### config.mk
export PLATFORM = sky130hd
export DESIGN_NAME = core_load_sequencer
export DESIGN_NICKNAME = d
export VERILOG_FILES = /design/src/rtl/core_load_sequencer.sv
export SDC_FILE = /design/constraint.sdc
export NUM_CORES = 1
export LEC_CHECK = 0
export CAP_MARGIN = 20
export CELL_PAD_IN_SITES_DETAIL_PLACEMENT = 0
export CELL_PAD_IN_SITES_GLOBAL_PLACEMENT = 2
export CORE_MARGIN = 5
export CORE_UTILIZATION = 32
export DETAILED_ROUTE_END_ITERATION = 6
export PLACE_DENSITY = 0.85
export REMOVE_ABC_BUFFERS = 1
export SYNTH_ARGS = -nofsm -noshare
export SYNTH_HDL_FRONTEND = slang
export SYNTH_SLANG_ARGS = --single-unit
### constraint.sdc
create_clock -name clk -period 14.5 [get_ports clk]
set_input_delay 4.35 -clock clk [delete_from_list [all_inputs] [get_ports clk]]
set_output_delay 4.35 -clock clk [all_outputs]
set_load 0.01 [all_outputs]
### src/rtl/core_load_sequencer.sv
// core_load_sequencer
// Host-side loader and run controller for a small core. While the core is held
// in reset, host beats are written into instruction or data memory registers;
// a start request then releases the core and counts its run cycles until the
// core finishes, the cycle budget expires, or the host aborts.
module core_load_sequencer #(
   parameter int unsigned MAX_CYCLES = 4096
) (
   input  logic        clk,
   input  logic        rst,
   input  logic        ld_valid,
   output logic        ld_ready,
   input  logic        ld_sel,
   input  logic [31:0] ld_addr,
   input  logic [31:0] ld_data,
   input  logic        start,
   input  logic        abort,
   input  logic        clr,
   input  logic        Finish_Prog,
   output logic        core_rst_n,
   output logic        Instruction_Write_Enable,
   output logic [31:0] Instruction_Write,
   output logic [31:0] Instruction_Address,
   output logic [31:0] Data_write_Data,
   output logic [31:0] Data_write_Address,
   output logic        busy,
   output logic        done,
   output logic        timeout,
   output logic [31:0] run_cycles
);

   typedef enum logic [2:0] {
      S_IDLE,
      S_LOAD,
      S_RUN,
      S_DONE,
      S_TIMEOUT
   } state_t;

   // Timeout fires when the post-increment count reaches this value.
   localparam logic [31:0] CYC_LIMIT = 32'(MAX_CYCLES - 32'd1);

   state_t      state_q, state_d;

   logic        core_rst_n_q, core_rst_n_d;
   logic        busy_q,       busy_d;
   logic        done_q,       done_d;
   logic        timeout_q,    timeout_d;
   logic        iwe_q,        iwe_d;
   logic [31:0] iw_data_q,    iw_data_d;
   logic [31:0] iw_addr_q,    iw_addr_d;
   logic [31:0] dw_data_q,    dw_data_d;
   logic [31:0] dw_addr_q,    dw_addr_d;
   logic [31:0] run_cyc_q,    run_cyc_d;

   logic        accept;
   logic [31:0] run_cyc_inc;

   // Beat acceptance and saturating run-cycle increment.
   always_comb begin
      accept      = (state_q == S_IDLE) && ld_valid;
      run_cyc_inc = (run_cyc_q == '1) ? run_cyc_q : run_cyc_q + 32'd1;
   end

   // State register; reset forces IDLE without waiting for a clock edge.
   always_ff @(posedge clk or posedge rst) begin
      if (rst) begin
         state_q <= S_IDLE;
      end else begin
         state_q <= state_d;
      end
   end

   // Next-state logic: load beats beat start, abort beats finish beats timeout.
   always_comb begin
      state_d = state_q;
      case (state_q)
         S_IDLE: begin
            if (ld_valid) begin
               state_d = S_LOAD;
            end else if (start) begin
               state_d = S_RUN;
            end
         end
         S_LOAD: begin
            state_d = S_IDLE;
         end
         S_RUN: begin
            if (abort) begin
               state_d = S_IDLE;
            end else if (Finish_Prog) begin
               state_d = S_DONE;
            end else if (run_cyc_inc >= CYC_LIMIT) begin
               state_d = S_TIMEOUT;
            end
         end
         S_DONE, S_TIMEOUT: begin
            if (clr) begin
               state_d = S_IDLE;
            end
         end
         default: begin
            state_d = S_IDLE;
         end
      endcase
   end

   // Output next values: status flags are decoded from the upcoming state so
   // the registered outputs line up with the state they describe.
   always_comb begin
      core_rst_n_d = (state_d == S_RUN);
      busy_d       = (state_d == S_LOAD) || (state_d == S_RUN);
      done_d       = (state_d == S_DONE);
      timeout_d    = (state_d == S_TIMEOUT);
      iwe_d        = accept && !ld_sel;

      iw_data_d = iw_data_q;
      iw_addr_d = iw_addr_q;
      if (accept && !ld_sel) begin
         iw_data_d = ld_data;
         iw_addr_d = ld_addr;
      end

      // The data memory writes continuously while the core is held, so these
      // only move on an accepted data beat.
      dw_data_d = dw_data_q;
      dw_addr_d = dw_addr_q;
      if (accept && ld_sel) begin
         dw_data_d = ld_data;
         dw_addr_d = ld_addr;
      end

      // Abort leaves the count untouched; finish and timeout count their cycle.
      run_cyc_d = run_cyc_q;
      if ((state_q == S_IDLE) && (state_d == S_RUN)) begin
         run_cyc_d = '0;
      end else if ((state_q == S_RUN) && !abort) begin
         run_cyc_d = run_cyc_inc;
      end
   end

   // Output registers.
   always_ff @(posedge clk or posedge rst) begin
      if (rst) begin
         core_rst_n_q <= 1'b0;
         busy_q       <= 1'b0;
         done_q       <= 1'b0;
         timeout_q    <= 1'b0;
         iwe_q        <= 1'b0;
         iw_data_q    <= '0;
         iw_addr_q    <= '0;
         dw_data_q    <= '0;
         dw_addr_q    <= '0;
         run_cyc_q    <= '0;
      end else begin
         core_rst_n_q <= core_rst_n_d;
         busy_q       <= busy_d;
         done_q       <= done_d;
         timeout_q    <= timeout_d;
         iwe_q        <= iwe_d;
         iw_data_q    <= iw_data_d;
         iw_addr_q    <= iw_addr_d;
         dw_data_q    <= dw_data_d;
         dw_addr_q    <= dw_addr_d;
         run_cyc_q    <= run_cyc_d;
      end
   end

   // Port mapping; ld_ready is the only output decoded directly from state.
   always_comb begin
      ld_ready                 = (state_q == S_IDLE);
      core_rst_n               = core_rst_n_q;
      busy                     = busy_q;
      done                     = done_q;
      timeout                  = timeout_q;
      Instruction_Write_Enable = iwe_q;
      Instruction_Write        = iw_data_q;
      Instruction_Address      = iw_addr_q;
      Data_write_Data          = dw_data_q;
      Data_write_Address       = dw_addr_q;
      run_cycles               = run_cyc_q;
   end

endmodule
==> results of run 1 <==
-- power breakdown --
group / switching (mW) / total [mW] / internal [mW] / leakage (nW)
sequential: 0.0996 / 0.760 / 0.660 / 2.06
clock: 0.213 / 0.443 / 0.230 / 0.286
combinational: 0.322 / 0.830 / 0.508 / 2.04
total: 0.634 / 2.03 / 1.40 / 4.39
-- critical path, delay by kind of cell, from the launching register on --
| family | cells | cell delay, ns |
|---|---|---|
| and+or+nand+nor | 1 | 0.73 |
| buffers and inverters | 1 | 0.69 |
| DFF | 1 | 0.39 |
-- per-layer routing --
layer,vias to the layer above,part of all wire
li1,2578,-
met1,2695,0.48
met2,219,0.43
met3,18,0.071
met4,0,0.013
met5,-,0
-- logic make-up after synthesis --
logic type | Yosys count | share of synthesized area
AO/OA/AOI/OAI | 40 | 0.0414
XOR/XNOR | 35 | 0.0414
adder cells (fa/ha/maj) | 1 | 0.00169
buffers and inverters | 40 | 0.0220
flip-flops | 168 | 0.568
multiplexers | 131 | 0.199
AND/OR/NAND/NOR | 175 | 0.127
-- area by class of cell --
class | count | area share
clock buffers | 17 | 0.0399
clock inverters | 14 | 0.0148
inverters | 7 | 0.00293
multi-input cells | 382 | 0.286
flip-flops and latches | 168 | 0.394
well taps | 285 | 0.0334
repair buffers | 243 | 0.228
-- sequential cells by signal, summed over array words and instances, names as in the netlist --
signal                    flops
state_q                       3
timeout                       1
Data_write_Data              32
Data_write_Address           32
Instruction_Write            32
Instruction_Address          32
run_cycles                   32
Instruction_Write_Enable      1
core_rst_n                    1
done                          1
busy                          1
-- cells in the final DEF (no fill, tap or decap), types with 3 or more instances in the layout --
cell,n
clkdlybuf4s50_1,237
dfrtp_1,168
mux2_2,129
nor2_1,50
nand2_1,31
nand4_1,20
xor2_1,19
clkbuf_16,17
xnor2_1,16
nand3_1,15
and4_1,9
and3_1,9
o21ai_0,9
and2_1,7
a21oi_1,6
inv_1,6
nor4_1,5
inv_8,5
clkinv_4,5
buf_4,5
nor3_1,4
a31oi_1,4
or3_1,3
nand3b_1,3
clkinv_8,3
-- through the flow --
step           hold WS (ns)  cells  instance area, um2  power [mW]
6_report              0.505   1116               10700        2.03
5_1_grt               0.515   1116               10700        2.15
4_1_cts               0.508   1115               10600        2.07
3_5_place_dp          0.492   1084               10100        1.61
3_3_place_gp          0.487   1084               10100        1.60
2_1_floorplan         0.550    557                7270        1.11
-- worst paths after layout --
check	startpoint	to	slack, ns	cells after the start
worst min register to register	Data_write_Data[5]	Data_write_Data[5]	0.51	1
worst max-delay path	state_q[2]	ld_ready	7.91	2
worst min-delay path	Data_write_Data[5]	Data_write_Data[5]	0.51	1
max in group asynchronous	rst	Instruction_Write[31]	8.93	4
min in group asynchronous	rst	run_cycles[28]	4.45	2
worst max register to register	run_cycles[0]	busy	11.06	9
==> results.cfg, run 1 <==
[route]
vias_per_cell = 4.94
drt_iter0_markers = 218
wl_um = 21200
wire_per_inst_um = 19.0
antenna_left = 0
route.vias.total = 5510
drt_first_pass_iters = 5
drc = 0

[yosys]
syn_area_um2 = 7400
yosysMostFrequentCell = dfrtp_1
netlist_top_cells_count = dfrtp_1, mux2_2, nor2_1
yosysTopAreaCellShare = 0.568
seq_area_frac_synth = 0.568
synth_ff_type = dfrtp_1
netlist_instances = 590
syn_area_per_cell_um2 = 12.5
ys_top_cells_by_area = dfrtp_1, mux2_2, nor2_1
ys_types = 52
synth_edf_count = 0
synth_top_area_cell = dfrtp_1
synthArstFlopShare = 1.00
yosysWarnings = 0
synth_seq_cells = 168

[place]
io_buffers = 237
gp_congestion = 0.783
hpwlAfterDp_um = 15300
place_ws_ns = 7.90

[layout]
register_area_um2 = 4200
fin_util = 0.470
antenna_cells = 0
nets = 892
fillers = 2100
layout-drive-gt1-share = 0.218
multi_input_area_um2 = 3060
synthToLayoutAreaGrowth_pct = 44.1

[worst_setup_path]
path_max_fanout = 5
critPathCaptureType = output pin
cp_slowest_cell = nor3_1
critPathRequiredTime_ns = 10.15
critical_path_class = flop to output pin
path_cells = nor3_1 -> clkdlybuf4s50_1
start_kind = flop
worst_path_largest_cell_delay_ns = 0.73
arrival_ns = 2.24

[global_routing]
grt_overflow_total = 0
track_usage = 0.160
met3_usage = 0.0406
antenna_found_initial = 0
grt_pass1_vias = 5578
grt_pass1_wl_um = 33200
use_met1 = 0.229
grt_max_degree = 86
use_met2 = 0.242
grt.busiest_layer = met2

[die]
core_um2 = 22700
die_w_um = 162
die_area_um2 = 26300
initial_core_util = 0.326
ios = 238
row_count = 55
die_y_um = 162

[cts]
clkSinkCount = 168
cts_tree = yes
ctsHtreeMaxLevel = 4
path_clk_slew_ns = 0.07
clk_latency_ns = 0.42
cts_buffer_depth = 2
cts_resized = 0
postCtsSetupRepairBufs = 0
cts_root_buffer = clkbuf_16
ctsHoldBuffers = 0
cts_buffers = 17

[timing]
final.setup.worst_slack_ns = 7.91
setup_violations = 0
tns_ns = 0
timing_hold_violations_final = 0
skew_ns = 0.0109
worst_pin_slew_ns = 1.03
grt_setup_unrepaired = no
fmax_mhz = 152
slew_violations = 0
maxSlewHeadroom = 0.312
fin_crit_sh = 0.454
fin_crit_ns = 6.59

[power]
power.density_nw_per_um2 = 191
ir_worst_vdd_v = 0.0000660
p_leak_nw = 4.39

[worst_hold_path]
hold_class = flop to flop

[job]
max-cap-violations = 0

[status]
status = complete, no violations
(Power assumes the default switching activity.)
==> run 2, diff against run 1 <==
Settings changed: CORE_UTILIZATION 32 to 27, PLACE_DENSITY 0.85 to 0.77.
Clock period 14.5 ns to 5.8 ns, I/O delays scaled along.
==> results.cfg, run 2 (synthesis gave the netlist of run 1 again) <==
[worst_hold_path]
hold_path_startpoint = Data_write_Data[16]
holdPathStages = 1
whs_endpoint = Data_write_Data[16]
hold_class = flop to flop

[power]
p_clk_frac = 0.224
power_frac_comb = 0.407
p_seq_frac = 0.369
power.net_switching_mw = 1.61
ir_worst_vdd_v = 0.000143
power_mw = 5.12
sw_frac_of_total = 0.315
p_leak_nw = 4.39
internal_power_mw = 3.51
power.density_nw_per_um2 = 477

[cts]
cts_buffer_depth = 2
cts_buffers = 17
cts_root_buffer = clkbuf_16
path_clk_slew_ns = 0.08
cts_tree = yes
cts_resized = 0
clkSinkCount = 168
ctsHtreeMaxLevel = 4
ctsHoldBuffers = 0
postCtsSetupRepairBufs = 0
clk_latency_ns = 0.42

[timing]
maxSlewHeadroom = 0.307
slew_violations = 0
worst_pin_slew_ns = 1.04
fin_crit_sh = 0.667
skew_ns = 0.0107
grt_setup_unrepaired = no
fin_crit_ns = 3.87
timing_hold_violations_final = 0
setup_violations = 0
fmax_mhz = 259

[global_routing]
grt_overflow_total = 0
grt_max_degree = 94
antenna_found_initial = 0
track_usage = 0.142
grt_pass1_vias = 5710
grt_pass1_wl_um = 34600

[route]
antenna_left = 0
wire_per_inst_um = 18.7
drt_first_pass_iters = 5
route.vias.total = 5483
wl_um = 21900
drc = 0
vias_per_cell = 4.67
drt_iter0_markers = 253

[die]
initial_core_util = 0.275
die_w_um = 176
die_area_um2 = 30800
row_count = 60
die_y_um = 176
ios = 238
core_um2 = 27000

[job]
max-cap-violations = 0

[status]
status = complete, no violations

[worst_setup_path]
start_kind = flop
r2r_slack_ns = 2.53
r2r-end = busy
path_max_fanout = 5
critPathRequiredTime_ns = 4.06
r2r_start = run_cycles[0]
reg2reg_depth = 9
critPathCaptureType = output pin
critical_path_class = flop to output pin
arrival_ns = 2.13

[layout]
stdcell_area_um2 = 10700
layout-drive-gt1-share = 0.219
layout_commonest_cell = clkdlybuf4s50_1
antenna_cells = 0
fillers = 2654
fin_util = 0.399
synthToLayoutAreaGrowth_pct = 45.1
nets = 892
final_cell_mix = clkdlybuf4s50_1, dfrtp_1, mux2_2

[place]
gp_congestion = 0.758
placed_cell_area_um2 = 10100
hpwlAfterDp_um = 15900
io_buffers = 237
==> run 2: cell types whose count changed in the layout (fill, tap and decap cells not counted), sizes merged <==
cell      previous run  this run
clkinv               8         6
clkinvlp             0         1
inv                 13        14
clkbuf              17        18
==> run 2: cell type report <==
class                   count  area, um2  area share
flip-flops and latches    168       4200       0.391
multi-input cells         382       3060       0.284
repair buffers            243       2430       0.226
clock buffers              18        439      0.0409
well taps                 341        427      0.0397
clock inverters            14        156      0.0146
inverters                   7       31.3     0.00291
==> run 2: worst max-delay path by stage <==
stage               depth (start not counted)  slack [ns]        from                    end
finish                                      2        1.93  state_q[2]               ld_ready
global route                                2        1.76  state_q[2]               ld_ready
CTS                                         2        1.82  state_q[2]               ld_ready
detailed placement                          5        1.82    ld_valid  Instruction_Write[23]
global placement                            5        1.85    ld_valid   Instruction_Write[2]
floorplan                                   1       -0.49         rst  Data_write_Address[0]
==> run 2: layer usage <==
metal  GRT usage  vias to the layer above  routed length [um]
met4      0.0322                        0                 180
met3      0.0426                       12                1490
li1            -                     2581                   -
met5           0                        -                   0
met2       0.227                      179               10100
met1       0.190                     2711               10100
==> run 2: through the flow <==
| stage | std cells | setup WS (ns) | TNS, ns | hold slack, ns |
|---|---|---|---|---|
| after floorplan | 557 | -0.487 | -81.77 | 0.550 |
| after global placement | 1141 | 1.85 | 0 | 0.487 |
| after detailed placement | 1141 | 1.82 | 0 | 0.491 |
| after CTS | 1173 | 1.82 | 0 | 0.508 |
| after global routing | 1173 | 1.76 | 0 | 0.518 |
| final | 1173 | 1.93 | 0 | 0.504 |
==> run 2: power by group through the flow <==
stage / Combinational [mW] / Sequential, mW / Clock [mW]
global route: 2.23 / 1.96 / 1.24
global placement: 2.11 / 1.91 / 0
CTS: 2.13 / 1.90 / 1.20
floorplan: 0.642 / 2.13 / 0
finish: 2.09 / 1.89 / 1.15
detailed placement: 2.13 / 1.92 / 0
==> run 2: worst max-delay path: stages, from the launching register on <==
cell,delay [ns]
dfrtp_1,0.39
nor3_1,0.63
clkdlybuf4s50_1,0.69
